$ cat src/rtl/wfm_uart_tx.sv
// Waveform-to-UART serializer: streams captured multi-channel samples, sample indices and a wave_num trailer.
// Define WFM_UART_CHECKSUM_EN to append an XOR checksum byte after the trailer.
module wfm_uart_tx #(
  parameter int SAMPLE_W     = 14,
  parameter int DEPTH        = 2000,
  parameter int NUM_CH       = 1,
  parameter int CLKS_PER_BIT = 4,
  parameter int STOP_BITS    = 3
) (
  input  logic                clk,
  input  logic                rst_n,
  input  logic                start,
  input  logic [15:0]         wave_num,
  input  logic                abort,
  output logic                rd_en,
  output logic [15:0]         rd_addr,
  output logic [1:0]          rd_ch,
  input  logic [SAMPLE_W-1:0] rd_data,
  output logic                tx,
  output logic                busy,
  output logic                done
);

  localparam int FW = 8 + STOP_BITS;
  localparam int CW = $clog2(CLKS_PER_BIT);
  localparam logic [CW-1:0] TICK_LAST = CW'(CLKS_PER_BIT - 1);
  localparam logic [3:0]    BITS_LAST = 4'(FW);
  localparam logic [1:0]    CH_LAST   = 2'(NUM_CH - 1);
  localparam logic [15:0]   ADDR_LAST = 16'(DEPTH - 1);

  typedef enum logic [1:0] {S_IDLE, S_FETCH, S_CAPTURE, S_SHIFT} state_t;
  typedef enum logic [2:0] {B_SHI, B_SLO, B_IHI, B_ILO, B_WHI, B_WLO, B_CHK} kind_t;

  state_t          state_q, state_d;
  kind_t           kind_q, kind_d;
  logic [7:0]      hold_q, hold_d;
  logic [15:0]     wave_q, wave_d;
  logic [FW-1:0]   frm_q, frm_d;
  logic [CW-1:0]   tick_q, tick_d;
  logic [3:0]      bit_q, bit_d;
  logic            abort_q, abort_d;
  logic            rd_en_q, rd_en_d;
  logic [15:0]     rd_addr_q, rd_addr_d;
  logic [1:0]      rd_ch_q, rd_ch_d;
  logic            tx_q, tx_d;
  logic            busy_q, busy_d;
  logic            done_q, done_d;
`ifdef WFM_UART_CHECKSUM_EN
  logic [7:0]      chk_q, chk_d;
`endif

  logic        ld, go_fetch, finish, quit, abort_pend;
  logic [7:0]  ld_byte;
  kind_t       ld_kind;
  logic [15:0] samp, idx;

  always_comb begin
    state_d   = state_q;
    kind_d    = kind_q;
    hold_d    = hold_q;
    wave_d    = wave_q;
    frm_d     = frm_q;
    tick_d    = tick_q;
    bit_d     = bit_q;
    abort_d   = abort_q;
    rd_en_d   = 1'b0;
    rd_addr_d = rd_addr_q;
    rd_ch_d   = rd_ch_q;
    tx_d      = tx_q;
    busy_d    = busy_q;
    done_d    = 1'b0;
`ifdef WFM_UART_CHECKSUM_EN
    chk_d     = chk_q;
`endif
    ld         = 1'b0;
    go_fetch   = 1'b0;
    finish     = 1'b0;
    quit       = 1'b0;
    ld_byte    = 8'h00;
    ld_kind    = kind_q;
    samp       = 16'(rd_data);
    idx        = rd_addr_q + 16'd1;
    abort_pend = abort_q | abort;

    unique case (state_q)
      S_IDLE: begin
        if (start) begin
          wave_d    = wave_num;
          rd_addr_d = 16'd0;
          rd_ch_d   = 2'd0;
          busy_d    = 1'b1;
          abort_d   = 1'b0;
          rd_en_d   = 1'b1;
          state_d   = S_FETCH;
`ifdef WFM_UART_CHECKSUM_EN
          chk_d     = 8'h00;
`endif
        end
      end
      S_FETCH: begin
        abort_d = abort_pend;
        if (abort_pend) quit = 1'b1;
        else            state_d = S_CAPTURE;
      end
      S_CAPTURE: begin
        if (abort_pend) begin
          quit = 1'b1;
        end else begin
          hold_d  = samp[7:0];
          ld      = 1'b1;
          ld_byte = samp[15:8];
          ld_kind = B_SHI;
          state_d = S_SHIFT;
        end
      end
      S_SHIFT: begin
        abort_d = abort_pend;
        if (tick_q != '0) begin
          tick_d = tick_q - 1'b1;
        end else if (bit_q != 4'd0) begin
          bit_d  = bit_q - 4'd1;
          tx_d   = frm_q[0];
          frm_d  = {1'b1, frm_q[FW-1:1]};
          tick_d = TICK_LAST;
        end else if (abort_pend) begin
          quit = 1'b1;
        end else begin
          // last stop bit just ended: pick the next byte of the frame
          case (kind_q)
            B_SHI: begin ld = 1'b1; ld_byte = hold_q; ld_kind = B_SLO; end
            B_SLO: begin
              if (rd_ch_q == CH_LAST) begin
                ld = 1'b1; ld_byte = idx[15:8]; ld_kind = B_IHI;
              end else begin
                rd_ch_d  = rd_ch_q + 2'd1;
                go_fetch = 1'b1;
              end
            end
            B_IHI: begin ld = 1'b1; ld_byte = idx[7:0]; ld_kind = B_ILO; end
            B_ILO: begin
              if (rd_addr_q == ADDR_LAST) begin
                ld = 1'b1; ld_byte = wave_q[15:8]; ld_kind = B_WHI;
              end else begin
                rd_addr_d = idx;
                rd_ch_d   = 2'd0;
                go_fetch  = 1'b1;
              end
            end
            B_WHI: begin ld = 1'b1; ld_byte = wave_q[7:0]; ld_kind = B_WLO; end
            B_WLO: begin
`ifdef WFM_UART_CHECKSUM_EN
              ld = 1'b1; ld_byte = chk_q; ld_kind = B_CHK;
`else
              finish = 1'b1;
`endif
            end
            default: finish = 1'b1;
          endcase
        end
      end
      default: state_d = S_IDLE;
    endcase

    if (go_fetch) begin
      state_d = S_FETCH;
      rd_en_d = 1'b1;
      tx_d    = 1'b1;
    end
    if (finish || quit) begin
      state_d = S_IDLE;
      busy_d  = 1'b0;
      tx_d    = 1'b1;
      abort_d = 1'b0;
      done_d  = finish;
    end
    if (ld) begin
      tx_d   = 1'b0;
      frm_d  = {{STOP_BITS{1'b1}}, ld_byte};
      tick_d = TICK_LAST;
      bit_d  = BITS_LAST;
      kind_d = ld_kind;
`ifdef WFM_UART_CHECKSUM_EN
      chk_d  = chk_q ^ ld_byte;
`endif
    end
  end

  always_ff @(posedge clk or negedge rst_n) begin
    if (!rst_n) begin
      state_q   <= S_IDLE;
      kind_q    <= B_SHI;
      hold_q    <= 8'h00;
      wave_q    <= 16'h0000;
      frm_q     <= '1;
      tick_q    <= '0;
      bit_q     <= 4'd0;
      abort_q   <= 1'b0;
      rd_en_q   <= 1'b0;
      rd_addr_q <= 16'd0;
      rd_ch_q   <= 2'd0;
      tx_q      <= 1'b1;
      busy_q    <= 1'b0;
      done_q    <= 1'b0;
`ifdef WFM_UART_CHECKSUM_EN
      chk_q     <= 8'h00;
`endif
    end else begin
      state_q   <= state_d;
      kind_q    <= kind_d;
      hold_q    <= hold_d;
      wave_q    <= wave_d;
      frm_q     <= frm_d;
      tick_q    <= tick_d;
      bit_q     <= bit_d;
      abort_q   <= abort_d;
      rd_en_q   <= rd_en_d;
      rd_addr_q <= rd_addr_d;
      rd_ch_q   <= rd_ch_d;
      tx_q      <= tx_d;
      busy_q    <= busy_d;
      done_q    <= done_d;
`ifdef WFM_UART_CHECKSUM_EN
      chk_q     <= chk_d;
`endif
    end
  end

  assign rd_en   = rd_en_q;
  assign rd_addr = rd_addr_q;
  assign rd_ch   = rd_ch_q;
  assign tx      = tx_q;
  assign busy    = busy_q;
  assign done    = done_q;

endmodule

$ cat config.mk
export PLATFORM = sky130hd
export DESIGN_NAME = wfm_uart_tx
export DESIGN_NICKNAME = d
export VERILOG_FILES = /design/src/rtl/wfm_uart_tx.sv
export SDC_FILE = /design/constraint.sdc
export NUM_CORES = 1
export LEC_CHECK = 0
export BUFFER_PORTS_ARGS = -buffer_cell sky130_fd_sc_hd__clkbuf_2
export CAP_MARGIN = 20
export CORE_UTILIZATION = 34
export DETAILED_ROUTE_END_ITERATION = 10
export PLACE_DENSITY = 0.53
export SLEW_MARGIN = 20
export SYNTH_ARGS = -nofsm -noshare
export SYNTH_HDL_FRONTEND = slang
export SYNTH_SLANG_ARGS = --single-unit
$ cat constraint.sdc
create_clock -name clk -period 5.7 [get_ports clk]
set_input_delay 0 -clock clk [delete_from_list [all_inputs] [get_ports clk]]
set_output_delay 0 -clock clk [all_outputs]
set_load 0.03 [all_outputs]
==> impl_metrics.yaml <==
cts:
  clock_sink_count: 66
  cts_buffers: 9
  htree_levels: 3
  clockBufferDepth: 2
  insertion_delay_ps: 350
  path_clk_slew_ps: 70
  post_cts_buffers: 0
  root_buffer: "clkbuf_8"
  cts_tree: "built"
route:
  drt-pass1-iter-count: 7
  vias: 3260
  drt_wl_total_microns: 10100
  post_drt_wl_per_cell_microns: 16.7
  drt_iter0_drc: 192
  drcViolationCount: 0
  ant_nets: 0
  vias_per_cell: 5.36
worst_setup_path:
  ff2ff_path_depth: 6
  r2r_end: "rd_ch[1]"
  critical_path_peak_fanout: 9
  reg2reg_slack_ps: 2980
  cp_top_family: "simple AND/OR/NAND/NOR gates"
  start_kind: "flip-flop"
  cp-end-kind: "flip-flop"
  cp_num_cells: 6
  slowest_delay_ps: 580
  path_class: "reg -> reg"
  critical_path_buf_inv_count: 0
  crit_chain: "or4_4 > nor4_1 > nor2b_1 > o21ai_0 > nand2_1 > mux2i_1"
  reg2reg_from: "rd_addr[4]"
  arrival_ps: 2990
  required_ps: 5970
  critPathSlowestCell: "or4_4"
floorplan:
  die_y_microns: 106
  core-area_sq_um: 10500
  row_count: 37
  start_util_pct: 35.5
  io_pins: 56
  dieWidth_microns: 106
  die_area_sq_um: 11300
timing:
  rsz0062_at_grt: "false"
  worst_pin_slew_ps: 889
  period_needed_ps: 2720
  fmax_ghz: 0.368
  tns_ps: 0
  finalHoldViolCount: 0
  relSlewSlack_pct: 40.8
  period_share_pct: 47.7
  setup_violations: 0
  fin_skew_ps: 8.38
  report.final.slew_viol_count: 0
cells_and_area:
  final_cell_mix: "dfrtp_1, clkbuf_2, nor2_1, nand2_1, o21ai_0"
  nets: 510
  antenna_cells: 0
  area_delta_synth_final_pct: 22.5
  final_common_cell: "dfrtp_1"
  drive_above_1_share_pct: 23.5
place:
  dp_hpwl_microns: 7050
  port_buffers: 55
  gp_congestion: 0.835
job:
  maxCapViolations: 0
yosys:
  ys_ff_latch: 66
  async_reset_ff_share_pct: 100
  yosysTopAreaCellShare_pct: 38.4
  avgSynthCellArea_sq_um: 9.51
  syn-cell-area_sq_um: 3710
  syn_inst: 390
  ys_warn_count: 0
  synth.largest_area_cell: "dfrtp_1"
  synth-edff-count: 0
  ys.flop_type: "dfrtp_1"
  yosysSeqAreaShare_pct: 44.8
  synth_area_leaders: "dfrtp_1, mux2_2, dfstp_2, o21ai_0, nand2_1"
  syn_nets: 433
  yosys.cell_types.count: 52
global_route:
  grt_use_total_pct: 19.2
  overflow: 0
  grt_first_pass_wirelength_microns: 16600
  grt_pass1_vias: 3099
  grt_max_degree: 67
  antenna_found_initial: 0
power:
  powerDensity_nw_per_um2: 378
  finalPower_mw: 1.72
  total_leakage_power_nw: 1.99
  ir_drop_uv: 169
min_path:
  hp-start: "rd_data[8]"
  whs_path_depth: 4
  hold_path.class: "in -> reg"
  holdPathEnd: "frm_q[0]"
outcome:
  status: "finished, final reports clean"
[power breakdown]
group / total [mW] / internal [mW] / switching, mW
clock network: 0.391 / 0.199 / 0.192
logic: 0.585 / 0.272 / 0.313
registers: 0.740 / 0.646 / 0.0936
[final cells by class]
class                   count  area, sq um
multi-input cells         294         1920
inverters                  12         45.0
well taps                 136          170
clock buffers              10          128
repair buffers             84          561
clock inverters             6         57.6
flip-flops and latches     66         1660
fillers                  1077         5920
[per-stage QoR]
step	cell area, sq um	instances	hold WS (ps)	setup slack, ps	util [%]
after CTS	4540	608	7.45	2990	43.4
final	4540	608	19.6	2980	43.4
after detailed placement	4090	565	238	3010	39.1
after global placement	4090	565	233	3090	39.1
after global routing	4540	608	20.8	2710	43.4
after floorplan	3710	390	-296	3290	-
[synth_stat cells (4+ instances only)]
master	number
inv_1	12
xnor2_1	7
mux2i_1	10
nor4_1	7
dfstp_2	9
o21ai_0	37
nor2_1	39
a21oi_1	14
xor2_1	8
dfrtp_1	57
o211ai_1	4
nor3b_1	4
a221oi_1	5
nand3_1	20
clkbuf_1	11
nor3_1	9
o22a_1	7
nand2_1	39
ha_1	9
nand2b_1	7
mux2_2	25
o31ai_1	5
[metal layers]
layer / GRT usage [%] / share of wire [%] / routed length, microns
met5: 0 / 0 / 0
met4: 6.07 / 0.97 / 98
met3: 3.25 / 3.5 / 354
met2: 32.4 / 50 / 5060
met1: 25.1 / 46 / 4610
[registers in the layout (all words and copies together) (netlist names), 2 cells and up]
register / count
kind_q: 3
tick_q: 2
state_q: 2
hold_q: 8
rd_ch: 2
bit_q: 4
rd_addr: 16
wave_q: 16
frm_q: 8
[worst max path at each step]
stage	from	endpoint	slack [ps]
after global routing	abort_q	rd_addr[2]	2710
final	rd_addr[4]	rd_ch[1]	2980
after CTS	rd_addr[4]	rd_ch[1]	2990
after global placement	abort_q	rd_addr[8]	3090
after detailed placement	rd_addr[4]	rd_ch[1]	3010
after floorplan	rd_addr[4]	kind_q[1]	3290
[logic make-up (layout without fill, tap and decap cells)]
group	after synthesis	count (layout)	share of synthesized area [%]
DFF	66	66	44.8
buffers and inverters	30	112	3.44
xor gates and xnor gates	15	15	3.54
adders and majority gates	9	9	3.04
and+or+nand+nor	147	147	19.6
muxes	35	35	10.3
AOI/OAI and AO/OA	88	88	15.3
[worst reg2reg max path: cells and delay by family, from the launching register on]
kind / cells / cell delay [ps]
mux: 1 / 200
compound gates: 1 / 180
flops: 1 / 470
simple gates: 4 / 1790
[timing repair]
item / 4_1_cts / 5_1_grt
endpoints found under the hold margin: 83 / 0
hold buffers: 27 / 0
gates resized for setup: 0 / 0
(Power assumes the default switching activity.)
